===== config.mk =====
export PLATFORM = sky130hd
export DESIGN_NAME = axi4l_master
export DESIGN_NICKNAME = d
export VERILOG_FILES = /design/src/rtl/axi4l_master.sv
export SDC_FILE = /design/constraint.sdc
export NUM_CORES = 1
export LEC_CHECK = 0
export CORE_ASPECT_RATIO = 0.75
export CORE_MARGIN = 5
export CORE_UTILIZATION = 44
export CTS_CLUSTER_DIAMETER = 60
export CTS_CLUSTER_SIZE = 12
export DETAILED_ROUTE_END_ITERATION = 6
export PLACE_DENSITY = 0.91
export SLEW_MARGIN = 20
export SYNTH_ARGS = -nofsm -noshare
export SYNTH_HDL_FRONTEND = slang
export SYNTH_SLANG_ARGS = --single-unit

===== constraint.sdc =====
create_clock -name clk -period 4.8 [get_ports clk]
set_input_delay 0.48 -clock clk [delete_from_list [all_inputs] [get_ports clk]]
set_output_delay 0.48 -clock clk [all_outputs]
set_load 0.02 [all_outputs]

===== src/rtl/axi4l_master.sv =====
// AXI4-Lite master bridge: turns single load/store requests into one AXI4-Lite
// transaction at a time, with byte-lane steering, strobes, read extension and alignment checks.
module axi4l_master #(
  parameter  int unsigned ADDR_W = 32,
  localparam int unsigned DATA_W = 32,
  localparam int unsigned STRB_W = DATA_W / 8
) (
  input  logic              clk,
  input  logic              rst,
  input  logic              req_valid,
  output logic              req_ready,
  input  logic              req_we,
  input  logic [ADDR_W-1:0] req_addr,
  input  logic [1:0]        req_size,
  input  logic              req_unsigned,
  input  logic [DATA_W-1:0] req_wdata,
  output logic              rsp_valid,
  output logic [DATA_W-1:0] rsp_rdata,
  output logic              rsp_err,
  output logic [ADDR_W-1:0] m_axi_awaddr,
  output logic [2:0]        m_axi_awprot,
  output logic              m_axi_awvalid,
  input  logic              m_axi_awready,
  output logic [DATA_W-1:0] m_axi_wdata,
  output logic [STRB_W-1:0] m_axi_wstrb,
  output logic              m_axi_wvalid,
  input  logic              m_axi_wready,
  input  logic [1:0]        m_axi_bresp,
  input  logic              m_axi_bvalid,
  output logic              m_axi_bready,
  output logic [ADDR_W-1:0] m_axi_araddr,
  output logic [2:0]        m_axi_arprot,
  output logic              m_axi_arvalid,
  input  logic              m_axi_arready,
  input  logic [DATA_W-1:0] m_axi_rdata,
  input  logic [1:0]        m_axi_rresp,
  input  logic              m_axi_rvalid,
  output logic              m_axi_rready
);

  typedef enum logic [2:0] {
    IDLE  = 3'd0,
    WADDR = 3'd1,
    WRESP = 3'd2,
    RADDR = 3'd3,
    RRESP = 3'd4,
    DONE  = 3'd5
  } state_e;

  state_e              state_q, state_d;
  logic [1:0]          lane_q, lane_d;
  logic [1:0]          size_q, size_d;
  logic                uns_q, uns_d;
  logic [ADDR_W-1:0]   awaddr_q, awaddr_d;
  logic [ADDR_W-1:0]   araddr_q, araddr_d;
  logic [DATA_W-1:0]   wdata_q, wdata_d;
  logic [STRB_W-1:0]   wstrb_q, wstrb_d;
  logic                awvalid_q, awvalid_d;
  logic                wvalid_q, wvalid_d;
  logic                arvalid_q, arvalid_d;
  logic                bready_q, bready_d;
  logic                rready_q, rready_d;
  logic                req_ready_q, req_ready_d;
  logic                rsp_valid_q, rsp_valid_d;
  logic                rsp_err_q, rsp_err_d;
  logic [DATA_W-1:0]   rsp_rdata_q, rsp_rdata_d;

  logic                misaligned_c;
  logic [DATA_W-1:0]   wdata_steer_c;
  logic [STRB_W-1:0]   wstrb_steer_c;

  // Pick the addressed byte/halfword out of the read beat and extend it.
  function automatic logic [DATA_W-1:0] load_extend(input logic [DATA_W-1:0] d,
                                                    input logic [1:0] lane,
                                                    input logic [1:0] size,
                                                    input logic uns);
    logic [7:0]  b;
    logic [15:0] h;
    b = 8'(d >> {lane, 3'b000});
    h = 16'(d >> {lane[1], 4'b0000});
    case (size)
      2'b00:   load_extend = uns ? {24'd0, b} : {{24{b[7]}}, b};
      2'b01:   load_extend = uns ? {16'd0, h} : {{16{h[15]}}, h};
      default: load_extend = d;
    endcase
  endfunction

  always_comb begin
    case (req_size)
      2'b00:   misaligned_c = 1'b0;
      2'b01:   misaligned_c = req_addr[0];
      2'b10:   misaligned_c = (req_addr[1:0] != 2'b00);
      default: misaligned_c = 1'b1;
    endcase
  end

  // Replicate store data across lanes and enable only the addressed bytes.
  always_comb begin
    wdata_steer_c = req_wdata;
    wstrb_steer_c = '0;
    case (req_size)
      2'b00: begin
        wdata_steer_c = {4{req_wdata[7:0]}};
        wstrb_steer_c = 4'b0001 << req_addr[1:0];
      end
      2'b01: begin
        wdata_steer_c = {2{req_wdata[15:0]}};
        wstrb_steer_c = req_addr[1] ? 4'b1100 : 4'b0011;
      end
      2'b10:   wstrb_steer_c = 4'b1111;
      default: wstrb_steer_c = '0;
    endcase
  end

  always_ff @(posedge clk or posedge rst) begin
    if (rst) state_q <= IDLE;
    else     state_q <= state_d;
  end

  always_comb begin
    state_d = state_q;
    case (state_q)
      IDLE: begin
        if (req_valid) begin
          if (misaligned_c) state_d = DONE;
          else if (req_we)  state_d = WADDR;
          else              state_d = RADDR;
        end
      end
      // Each of AW and W completes on its own handshake; leave once both are done.
      WADDR: if ((!awvalid_q || m_axi_awready) && (!wvalid_q || m_axi_wready)) state_d = WRESP;
      WRESP: if (m_axi_bvalid) state_d = DONE;
      RADDR: if (m_axi_arready) state_d = RRESP;
      RRESP: if (m_axi_rvalid) state_d = DONE;
      DONE:    state_d = IDLE;
      default: state_d = IDLE;
    endcase
  end

  // Next values of every registered output, derived from the current state and its successor.
  always_comb begin
    lane_d      = lane_q;
    size_d      = size_q;
    uns_d       = uns_q;
    awaddr_d    = awaddr_q;
    araddr_d    = araddr_q;
    wdata_d     = wdata_q;
    wstrb_d     = wstrb_q;
    awvalid_d   = 1'b0;
    wvalid_d    = 1'b0;
    arvalid_d   = 1'b0;
    rsp_err_d   = 1'b0;
    rsp_rdata_d = '0;
    req_ready_d = (state_d == IDLE);
    bready_d    = (state_d == WRESP);
    rready_d    = (state_d == RRESP);
    rsp_valid_d = (state_d == DONE);
    case (state_q)
      IDLE: begin
        if (req_valid) begin
          lane_d = req_addr[1:0];
          size_d = req_size;
          uns_d  = req_unsigned;
          if (misaligned_c) begin
            rsp_err_d = 1'b1;
          end else if (req_we) begin
            awaddr_d  = req_addr;
            wdata_d   = wdata_steer_c;
            wstrb_d   = wstrb_steer_c;
            awvalid_d = 1'b1;
            wvalid_d  = 1'b1;
          end else begin
            araddr_d  = req_addr;
            arvalid_d = 1'b1;
          end
        end
      end
      WADDR: begin
        awvalid_d = awvalid_q & ~m_axi_awready;
        wvalid_d  = wvalid_q & ~m_axi_wready;
      end
      WRESP: if (m_axi_bvalid) rsp_err_d = (m_axi_bresp != 2'b00);
      RADDR: arvalid_d = arvalid_q & ~m_axi_arready;
      RRESP: begin
        if (m_axi_rvalid) begin
          rsp_rdata_d = load_extend(m_axi_rdata, lane_q, size_q, uns_q);
          rsp_err_d   = (m_axi_rresp != 2'b00);
        end
      end
      default: ;
    endcase
  end

  always_ff @(posedge clk or posedge rst) begin
    if (rst) begin
      lane_q      <= '0;
      size_q      <= '0;
      uns_q       <= 1'b0;
      awaddr_q    <= '0;
      araddr_q    <= '0;
      wdata_q     <= '0;
      wstrb_q     <= '0;
      awvalid_q   <= 1'b0;
      wvalid_q    <= 1'b0;
      arvalid_q   <= 1'b0;
      bready_q    <= 1'b0;
      rready_q    <= 1'b0;
      req_ready_q <= 1'b1;
      rsp_valid_q <= 1'b0;
      rsp_err_q   <= 1'b0;
      rsp_rdata_q <= '0;
    end else begin
      lane_q      <= lane_d;
      size_q      <= size_d;
      uns_q       <= uns_d;
      awaddr_q    <= awaddr_d;
      araddr_q    <= araddr_d;
      wdata_q     <= wdata_d;
      wstrb_q     <= wstrb_d;
      awvalid_q   <= awvalid_d;
      wvalid_q    <= wvalid_d;
      arvalid_q   <= arvalid_d;
      bready_q    <= bready_d;
      rready_q    <= rready_d;
      req_ready_q <= req_ready_d;
      rsp_valid_q <= rsp_valid_d;
      rsp_err_q   <= rsp_err_d;
      rsp_rdata_q <= rsp_rdata_d;
    end
  end

  assign req_ready     = req_ready_q;
  assign rsp_valid     = rsp_valid_q;
  assign rsp_rdata     = rsp_rdata_q;
  assign rsp_err       = rsp_err_q;
  assign m_axi_awaddr  = awaddr_q;
  assign m_axi_awprot  = 3'b000;
  assign m_axi_awvalid = awvalid_q;
  assign m_axi_wdata   = wdata_q;
  assign m_axi_wstrb   = wstrb_q;
  assign m_axi_wvalid  = wvalid_q;
  assign m_axi_bready  = bready_q;
  assign m_axi_araddr  = araddr_q;
  assign m_axi_arprot  = 3'b000;
  assign m_axi_arvalid = arvalid_q;
  assign m_axi_rready  = rready_q;

endmodule


==> metrics, run 1 <==
Initial Util=0.449; Final Core Density=0.677; clock tree buffer depth=2; Net Sw Power=between 0.002 and 0.0025 W; pre-CTS setup slack=1820 ps; Clock Sinks=148; Post-synth EDFFs=0; FF+latch count, synth=between 100 and 150; Routed Antenna Nets=0; first-pass GRT wire length=roughly 30 mm; die width=150 um; Hold Startpoint=m_axi_wdata[15]; Cell Pwr Density=between 600 and 700 nW/um^2; worst hold slack=between 400 and 500 ps; Port Buffer Count=251; Root Driver=clkbuf_16; cell count along the critical path=4; r2r startpoint=lane_q[1]; Pint=0.00405 W; share of layout cells above drive strength 1=0.172; CP Class=reg2reg; DR WL/cell=roughly 20 um; initial DRC count=331; CP max stage cell=dfrtp_1; Worst Hold Endpoint=m_axi_wdata[15]; HP Class=reg2reg; # IOs=258; WHS Path Cells=2; die height=115 um; Worst path top cell family by delay=flip-flops; total negative setup slack=0 ps; Synth cell types=39; Clock power frac=0.227; RSZ-0062 raised after global routing=no; crit end category=flop; fmax=385 MHz; synthesized cell area=around 6500 sq um; Synth-to-Final Area Change=50.8%; CP Buf/Inv Count=0; Slew Limit Headroom=0.274; sequential fraction of the synthesis area=0.571; outcome=completed; # fillers=1072; clk slew on worst S/H paths=about 60 ps; DR pass1 iterations=5; Reg power frac=0.338; RD Place Congestion=0.852; most common cell after layout, fill and taps aside=clkdlybuf4s50_1; Tcrit/Tclk final=0.541; Core Box Area=~14000 sq um; Congestion Overflow GR=0; Max Clock Skew=11.4 ps; CTS H-tree depth=4; post-cts gate resize count=0; initial antenna violation count=1; Worst Path Arrival=2840 ps; Max-Cap Viols=0; startpoint types=flop; Routed WL=19.2 mm; dpl hpwl=between 10 and 15 mm; number of global-route vias before repair=5272; post-route cell area=just under 10000 sq um; critical path, cell by cell=mux4_2 -> and2_1 -> o21ai_2 -> nand2_1; worst reg2reg setup slack=about 2200 ps; Sw Share=0.353; maximum VDD drop=0.000387 V; most frequent cells in the layout=clkdlybuf4s50_1 (251), dfrtp_1 (147), nand2_1 (68), mux2_2 (48), mux2_4 (39); final hold vios=0; Hold-fix buffers, CTS=0; Clock Latency Late Sink=410 ps; Via density=5.10; Layout Nets=a little under 900; row cnt=38; Period minus WS final=2600 ps; CTS tree=built; FF-to-FF path depth=4; Final WS setup=2200 ps; worst-margin pin slew=between 1000 and 1500 ps; largest net degree at the start of global routing=114; placed cell area=9140 sq um; CP Data Required Time=5040 ps; Logic pwr share=0.435; leakage dissipation=4.42 nW; DR DRC count=0; Syn Area/Cell=12.5 sq um; final setup vio count=0; Post-Synthesis Cells=520; CTS Buf Count=17; Syn. warnings=0; Max Slew Vio Count=0; slowest stage delay, CP=870 ps; RR Endpoint=rsp_rdata[20]; routed vias=approximately 5000; Async SR Flop Fraction=1.00; GRT Total Usage=0.220; Setup Fix Bufs, Post-CTS=0; Main synth FF type=dfrtp_1; die area=17300 sq um; Max FO, Critical Path=19
-- flip-flops by register name, summed over array words and instances, names as in the netlist --
| signal | flops |
|---|---|
| m_axi_wvalid | 1 |
| rsp_rdata | 32 |
| m_axi_wstrb | 4 |
| state_q | 3 |
| req_ready | 1 |
| m_axi_awvalid | 1 |
| m_axi_awaddr | 32 |
| m_axi_wdata | 32 |
| m_axi_arvalid | 1 |
| m_axi_araddr | 32 |
| uns_q | 1 |
| m_axi_bready | 1 |
| size_q | 2 |
| m_axi_rready | 1 |
| rsp_valid | 1 |
| lane_q | 2 |
| rsp_err | 1 |
-- cell usage after synthesis (3+ instances only) --
cell type / instances / share of area
mux2_4: 39 / 0.090
buf_2: 4 / 0.0031
and2_1: 3 / 0.0029
nand2b_1: 5 / 0.0048
buf_4: 7 / 0.0081
nor3b_1: 3 / 0.0035
o21ai_1: 6 / 0.0046
a222oi_1: 7 / 0.011
mux2i_1: 25 / 0.039
o31ai_1: 4 / 0.0046
nor3_1: 7 / 0.0054
o21ai_0: 38 / 0.029
buf_6: 8 / 0.014
dfrtp_1: 147 / 0.57
clkbuf_1: 15 / 0.0087
a21oi_1: 27 / 0.021
mux2_2: 48 / 0.083
nor2_1: 25 / 0.014
nand2_1: 68 / 0.039
inv_1: 9 / 0.0052
-- worst register-to-register path: cells and delay by family (launching register included) --
| kind | cells | cell delay, ps |
|---|---|---|
| AOI/OAI and AO/OA | 1 | 570 |
| muxes | 1 | 630 |
| DFF | 1 | 870 |
| and+or+nand+nor | 2 | 370 |
-- per-layer routing --
metal,GRT usage,part of all wire,vias up
met2,0.379,0.49,232
met5,0,0,-
met4,0.0524,0.011,0
met3,0.0827,0.10,17
met1,0.266,0.40,2440
li1,-,-,2310
-- cell type report --
type                       count  area [sq um]  share of cell area
inverter                       9          41.3             0.00422
clock buffer                  17           425              0.0435
timing repair buffer         259          2610               0.267
clock inverter                14           201              0.0206
tap                          200           250              0.0256
sequential                   148          3700               0.379
antenna                        1          2.50            0.000256
multi-input combinational    332          2540               0.260
-- metrics by stage --
stage / total power [W] / cells
2_1_floorplan: 0.00353 / 525
3_3_place_gp: 0.00476 / 946
3_5_place_dp: 0.00486 / 948
4_1_cts: 0.00630 / 979
5_1_grt: 0.00657 / 980
6_report: 0.00626 / 980
-- kinds of logic after synthesis --
kind of cell           synth area share
multiplexers                      0.219
AND/OR/NAND/NOR                  0.0816
flip-flops                        0.571
other                          0.000578
buffers and inverters            0.0401
AO/OA/AOI/OAI                    0.0870
-- power groups by stage --
stage	registers [W]	clock network, W	logic [W]
after floorplan	0.00259	0	0.000945
after CTS	0.00212	0.00144	0.00274
after detailed placement	0.00213	0	0.00273
after global placement	0.00210	0	0.00266
final	0.00212	0.00142	0.00272
after global routing	0.00218	0.00150	0.00288
-- how the worst max path moves through the flow --
stage,from,endpoint,slack [ps]
floorplan,rst,lane_q[0],340
global placement,req_size[0],m_axi_rready,1690
detailed placement,req_size[0],m_axi_awaddr[3],1820
CTS,state_q[0],rsp_rdata[19],2170
global route,lane_q[1],rsp_rdata[14],2040
finish,lane_q[1],rsp_rdata[20],2200
(Power assumes the default switching activity.)
==> run 2: changes to the inputs <==
==> constraint.sdc (replaced) <==
create_clock -name clk -period 2.7 [get_ports clk]
set_input_delay 0.27 -clock clk [delete_from_list [all_inputs] [get_ports clk]]
set_output_delay 0.27 -clock clk [all_outputs]
set_load 0.02 [all_outputs]
==> metrics, run 2 (synthesis results as in run 1) <==
GRT Total Usage=0.233 (was 0.220); Core Box Area=14500 sq um (unchanged); gr busiest metal=met2 (unchanged); first-pass GRT wire length=30.7 mm (was 29.2 mm); worst reg2reg setup slack=720 ps (was 2200 ps); leakage dissipation=4.44 nW (was 4.42 nW); Worst Path Arrival=2320 ps (was 2840 ps); number of global-route vias before repair=5305 (was 5272); Period minus WS final=1980 ps (was 2600 ps); Clock Sinks=148 (unchanged); Clock power frac=0.216 (was 0.227); post-cts gate resize count=0 (unchanged); met2 usage=0.385 (was 0.379); Sw Share=0.368 (was 0.353); maximum VDD drop=0.000638 V (was 0.000387 V); FF-to-FF path depth=3 (was 4); Setup crit start=size_q[1] (was lane_q[1]); placed insts=955 (was 948); fmax=505 MHz (was 385 MHz); row cnt=38 (unchanged); die width=150 um (unchanged); Slew Limit Headroom=0.294 (was 0.274); initial DRC count=459 (was 331); CTS Buf Count=17 (unchanged); share of layout cells above drive strength 1=0.179 (was 0.172); routed vias=5184 (was 4999); CTS tree=built (unchanged); clk slew on worst S/H paths=70 ps (was 60 ps); pre-CTS setup slack=405 ps (was 1820 ps); CP Class=reg2reg (unchanged); clock tree buffer depth=2 (unchanged); Max-Cap Viols=0 (unchanged); RSZ-0062 raised after global routing=no (unchanged); Setup Fix Bufs, Post-CTS=0 (unchanged); largest net degree at the start of global routing=149 (was 114); Port Buffer Count=251 (unchanged); final setup vio count=0 (unchanged); Pint=0.00699 W (was 0.00405 W); worst-margin pin slew=1060 ps (was 1090 ps); Hold-fix buffers, CTS=0 (unchanged); Reg power frac=0.337 (was 0.338); DR WL/cell=20.3 um (was 19.6 um); DR DRC count=0 (unchanged); Final WS setup=721 ps (was 2200 ps); Net Sw Power=0.00407 W (was 0.00221 W); Via density=5.25 (was 5.10); die area=17300 sq um (unchanged); grt met3 use=0.0883 (was 0.0827); Finished Layout Cells=988 (was 980); startpoint types=flop (unchanged); Clock Latency Late Sink=420 ps (was 410 ps); Tcrit/Tclk final=0.733 (was 0.541); Routed Antenna Nets=0 (unchanged); # fillers=1050 (was 1072); initial antenna violation count=1 (unchanged); die height=115 um (unchanged); Cell Pwr Density=1130 nW/um^2 (was 640 nW/um^2); # IOs=258 (unchanged); RR Endpoint=rsp_rdata[2] (was rsp_rdata[20]); CP Data Required Time=3050 ps (was 5040 ps); met1 Resource Use GR=0.285 (was 0.266); Max Slew Vio Count=0 (unchanged); Root Driver=clkbuf_16 (unchanged); Tot Pwr=0.0111 W (was 0.00626 W); DR pass1 iterations=5 (unchanged); CTS H-tree depth=4 (unchanged); HP Class=in2async (was reg2reg); final hold vios=0 (unchanged); r2r startpoint=size_q[1] (was lane_q[1]); worst hold slack=374 ps (was 473 ps); crit end category=flop (unchanged); Max Clock Skew=10.6 ps (was 11.4 ps); Max FO, Critical Path=17 (was 19); outcome=completed (unchanged); Layout Nets=886 (was 879); Congestion Overflow GR=0 (unchanged); most frequent cells in the layout=clkdlybuf4s50_1 (251), dfrtp_1 (147), nand2_1 (68), mux2_2 (48), mux2_4 (39) (unchanged); Routed WL=20.0 mm (was 19.2 mm); Logic pwr share=0.446 (was 0.435); total negative setup slack=0 ps (unchanged); most common cell after layout, fill and taps aside=clkdlybuf4s50_1 (unchanged); Synth-to-Final Area Change=51.2% (was 50.8%); RD Place Congestion=0.898 (was 0.852); Initial Util=0.449 (unchanged); dpl hpwl=14.7 mm (was 14.2 mm)
## run 2: cell count changes in the layout (fill, tap and decap cells not counted), sizes merged
cell / before / now
buf: 8 / 15
clkinvlp: 2 / 1
inv: 13 / 17
clkinv: 4 / 5
bufinv: 4 / 1
## run 2: layout make-up
cell class	count	area, sq um	area share
inverters	9	37.5	0.00383
multi-input cells	332	2540	0.259
clock buffers	17	425	0.0434
well taps	200	250	0.0255
diodes	1	2.50	0.000255
repair buffers	266	2660	0.272
flip-flops and latches	148	3700	0.378
clock inverters	15	183	0.0186
## run 2: worst max-delay path by stage
stage | to | slack (ps)
2_1_floorplan | lane_q[0] | 570
3_3_place_gp | m_axi_araddr[27] | 470
3_5_place_dp | m_axi_araddr[6] | 410
4_1_cts | rsp_rdata[2] | 780
5_1_grt | rsp_rdata[3] | 610
6_report | rsp_rdata[2] | 720
## run 2: power by group through the flow
| stage | Clock (W) | Sequential (W) | Combinational (W) |
|---|---|---|---|
| 3_3_place_gp | 0 | 0.00370 | 0.00482 |
| 4_1_cts | 0.00243 | 0.00372 | 0.00497 |
| 2_1_floorplan | 0 | 0.00460 | 0.00168 |
| 3_5_place_dp | 0 | 0.00374 | 0.00495 |
| 6_report | 0.00239 | 0.00373 | 0.00493 |
| 5_1_grt | 0.00253 | 0.00384 | 0.00523 |
## run 2: metrics by stage
step | util | instance area, sq um
2_1_floorplan | - | 6510
3_3_place_gp | 0.636 | 9190
3_5_place_dp | 0.636 | 9190
4_1_cts | 0.678 | 9800
5_1_grt | 0.678 | 9800
6_report | 0.678 | 9800
## run 2: worst max-delay path, cell delays in order (launching register included)
cell and delay, ps:
dfrtp_1 590, nor3b_1 940, a222oi_1 230, nor2_1 140
## run 2: layer usage
layer | part of all wire | routed length [um]
met1 | 0.38 | 7640
met2 | 0.49 | 9740
met3 | 0.11 | 2260
met4 | 0.019 | 382
met5 | 0 | 0
==> run 3: changes to the inputs <==
--- a/config.mk
+++ b/config.mk
@@ -7,11 +7,11 @@
 export LEC_CHECK = 0
 export CORE_ASPECT_RATIO = 0.75
 export CORE_MARGIN = 5
-export CORE_UTILIZATION = 44
+export CORE_UTILIZATION = 39
 export CTS_CLUSTER_DIAMETER = 60
 export CTS_CLUSTER_SIZE = 12
 export DETAILED_ROUTE_END_ITERATION = 6
-export PLACE_DENSITY = 0.91
+export PLACE_DENSITY = 0.86
 export SLEW_MARGIN = 20
 export SYNTH_ARGS = -nofsm -noshare
 export SYNTH_HDL_FRONTEND = slang
==> constraint.sdc (replaced) <==
create_clock -name clk -period 1.58 [get_ports clk]
set_input_delay 0.158 -clock clk [delete_from_list [all_inputs] [get_ports clk]]
set_output_delay 0.158 -clock clk [all_outputs]
set_load 0.02 [all_outputs]
==> metrics, run 3 (synthesis results as in run 1) <==
Congestion Overflow GR=0 (unchanged); first-pass GRT wire length=30.4 mm (was 30.7 mm); die width=159 um (was 150 um); CTS H-tree depth=4 (unchanged); total negative setup slack=-4360 ps (was 0 ps); die area=19300 sq um (was 17300 sq um); dpl hpwl=14.5 mm (was 14.7 mm); Max Clock Skew=7.63 ps (was 10.6 ps); CP Class=reg2reg (unchanged); initial DRC count=295 (was 459); # fillers=1192 (was 1050); Synth-to-Final Area Change=64.0% (was 51.2%); Clock Latency Late Sink=420 ps (about the same); startpoint types=flop (unchanged); crit end category=flop (unchanged); Worst Path Arrival=2020 ps (was 2320 ps); clock tree buffer depth=2 (unchanged); final hold vios=0 (unchanged); Max-Cap Viols=0 (unchanged); CP Data Required Time=1890 ps (was 3050 ps); CP Buf/Inv Count=1 (was 0); DR pass1 iterations=6 (was 5); Max Slew Vio Count=0 (unchanged); Layout Nets=934 (was 886); Initial Util=0.401 (was 0.449); area of the multi-input gates=2720 sq um (was 2540 sq um); RD Place Congestion=0.890 (was 0.898); CTS Buf Count=17 (unchanged); RSZ-0062 raised after global routing=yes (was no); Worst path top cell family by delay=multiplexers (was simple AND/OR/NAND/NOR gates); placed cell area=9530 sq um (was 9190 sq um); CP max stage cell=mux4_2 (was nor3b_1); most frequent cells in the layout=clkdlybuf4s50_1 (154), dfrtp_1 (145), dlymetal6s2s_1 (62), nand2_1 (54), mux2_2 (48) (was clkdlybuf4s50_1 (251), dfrtp_1 (147), nand2_1 (68), mux2_2 (48), mux2_4 (39)); final setup vio count=92 (was 0); # IOs=258 (unchanged); die height=122 um (was 115 um); Max FO, Critical Path=5 (was 17); initial antenna violation count=1 (unchanged); Port Buffer Count=251 (unchanged); clk slew on worst S/H paths=60 ps (was 70 ps); outcome=finished, violations left (was completed); Hold-fix buffers, CTS=0 (unchanged); critical path, cell by cell=mux4_2 -> and2_4 -> o21ai_4 -> clkbuf_16 -> nand2_2 (was nor3b_1 -> a222oi_1 -> nor2_1); Via density=5.11 (was 5.25); violated checks=setup timing; Period minus WS final=1710 ps (was 1980 ps); Routed WL=20.9 mm (was 20.0 mm); Cell Pwr Density=1840 nW/um^2 (was 1130 nW/um^2); Root Driver=clkbuf_16 (unchanged); Slew Limit Headroom=0.565 (was 0.294); flip-flop and latch area=3710 sq um (was 3700 sq um); HP Class=in2async (unchanged); post-route cell area=10600 sq um (was 9800 sq um); CTS tree=built (unchanged); DR WL/cell=20.0 um (was 20.3 um); row cnt=40 (was 38); DR DRC count=0 (unchanged); number of global-route vias before repair=5419 (was 5305); number of antenna repair diodes=0 (was 1); fmax=584 MHz (was 505 MHz); maximum VDD drop=0.000901 V (was 0.000638 V); GRT Total Usage=0.198 (was 0.233); Final Core Density=0.658 (was 0.678); share of layout cells above drive strength 1=0.274 (was 0.179); slowest stage delay, CP=550 ps (was 940 ps); most common cell after layout, fill and taps aside=clkdlybuf4s50_1 (unchanged); routed vias=5345 (was 5184); Final WS setup=-133 ps (was 721 ps); Clock Sinks=148 (unchanged); Tcrit/Tclk final=1.08 (was 0.733); Core Box Area=16200 sq um (was 14500 sq um); worst-margin pin slew=653 ps (was 1060 ps); largest net degree at the start of global routing=77 (was 149); leakage dissipation=5.60 nW (was 4.44 nW); Routed Antenna Nets=0 (unchanged)
-- run 3: changes by cell type in the layout (fill, tap and decap cells not counted), moves of 4 or more --
cell / change
a21oi_1: -11
a21oi_2: +10
buf_4: +30
buf_6: +10
clkbuf_16: +4
clkdlybuf4s50_1: -97
dlygate4sd2_1: +35
dlymetal6s2s_1: +62
nand2_1: -14
nand2_2: +14
o21ai_0: -24
o21ai_1: +23
-- run 3: metal layers --
metal  track usage  routed length (um)
met1         0.258                8850
met2         0.318               10100
met3        0.0690                1620
met4        0.0554                 283
met5             0                   7
-- run 3: path summary, 6_finish.rpt --
path	startpoint	to	slack, ps	cells after the start
setup / recovery	lane_q[1]	rsp_rdata[27]	-130	5
hold / removal	rst	rsp_rdata[2]	240	3
setup reg to reg	lane_q[1]	rsp_rdata[27]	-130	5
hold reg to reg	m_axi_wdata[13]	m_axi_wdata[13]	480	2
max in group asynchronous	rst	m_axi_wdata[5]	980	3
min in group clk	req_size[0]	size_q[0]	250	4
-- run 3: what timing repair did --
action,in CTS,in global routing
pin swaps,2,8
gates resized for setup,44,103
buffers inserted,0,7
setup endpoints to repair,121,191
gates cloned,0,7
-- run 3: layout make-up --
cell class                 count  area share
sequential                   148       0.349
timing repair buffer         314       0.309
multi-input combinational    332       0.256
clock buffer                  19      0.0417
tap                          210      0.0247
clock inverter                13      0.0160
inverter                       9     0.00353
-- run 3: worst min-delay path: cells and delay by family --
| family | cells | cell delay, ps |
|---|---|---|
| buffers and inverters | 3 | 870 |
-- run 3: power by group --
group | internal (W) | switching, W | leakage [nW]
logic | 0.00457 | 0.00453 | 3.42
registers | 0.00532 | 0.000922 | 1.87
clock network | 0.00255 | 0.00162 | 0.303
-- run 3: metrics by stage --
| step | power (W) | worst slack [ps] | hold slack [ps] | std cells |
|---|---|---|---|---|
| after detailed placement | 0.0152 | -432 | 475 | 1000 |
| after CTS | 0.0192 | -96.5 | 227 | 1031 |
| after global routing | 0.0205 | -185 | 264 | 1045 |
| after floorplan | 0.0109 | -438 | 263 | 525 |
| after global placement | 0.0150 | -401 | 466 | 1000 |
| final | 0.0195 | -133 | 237 | 1045 |
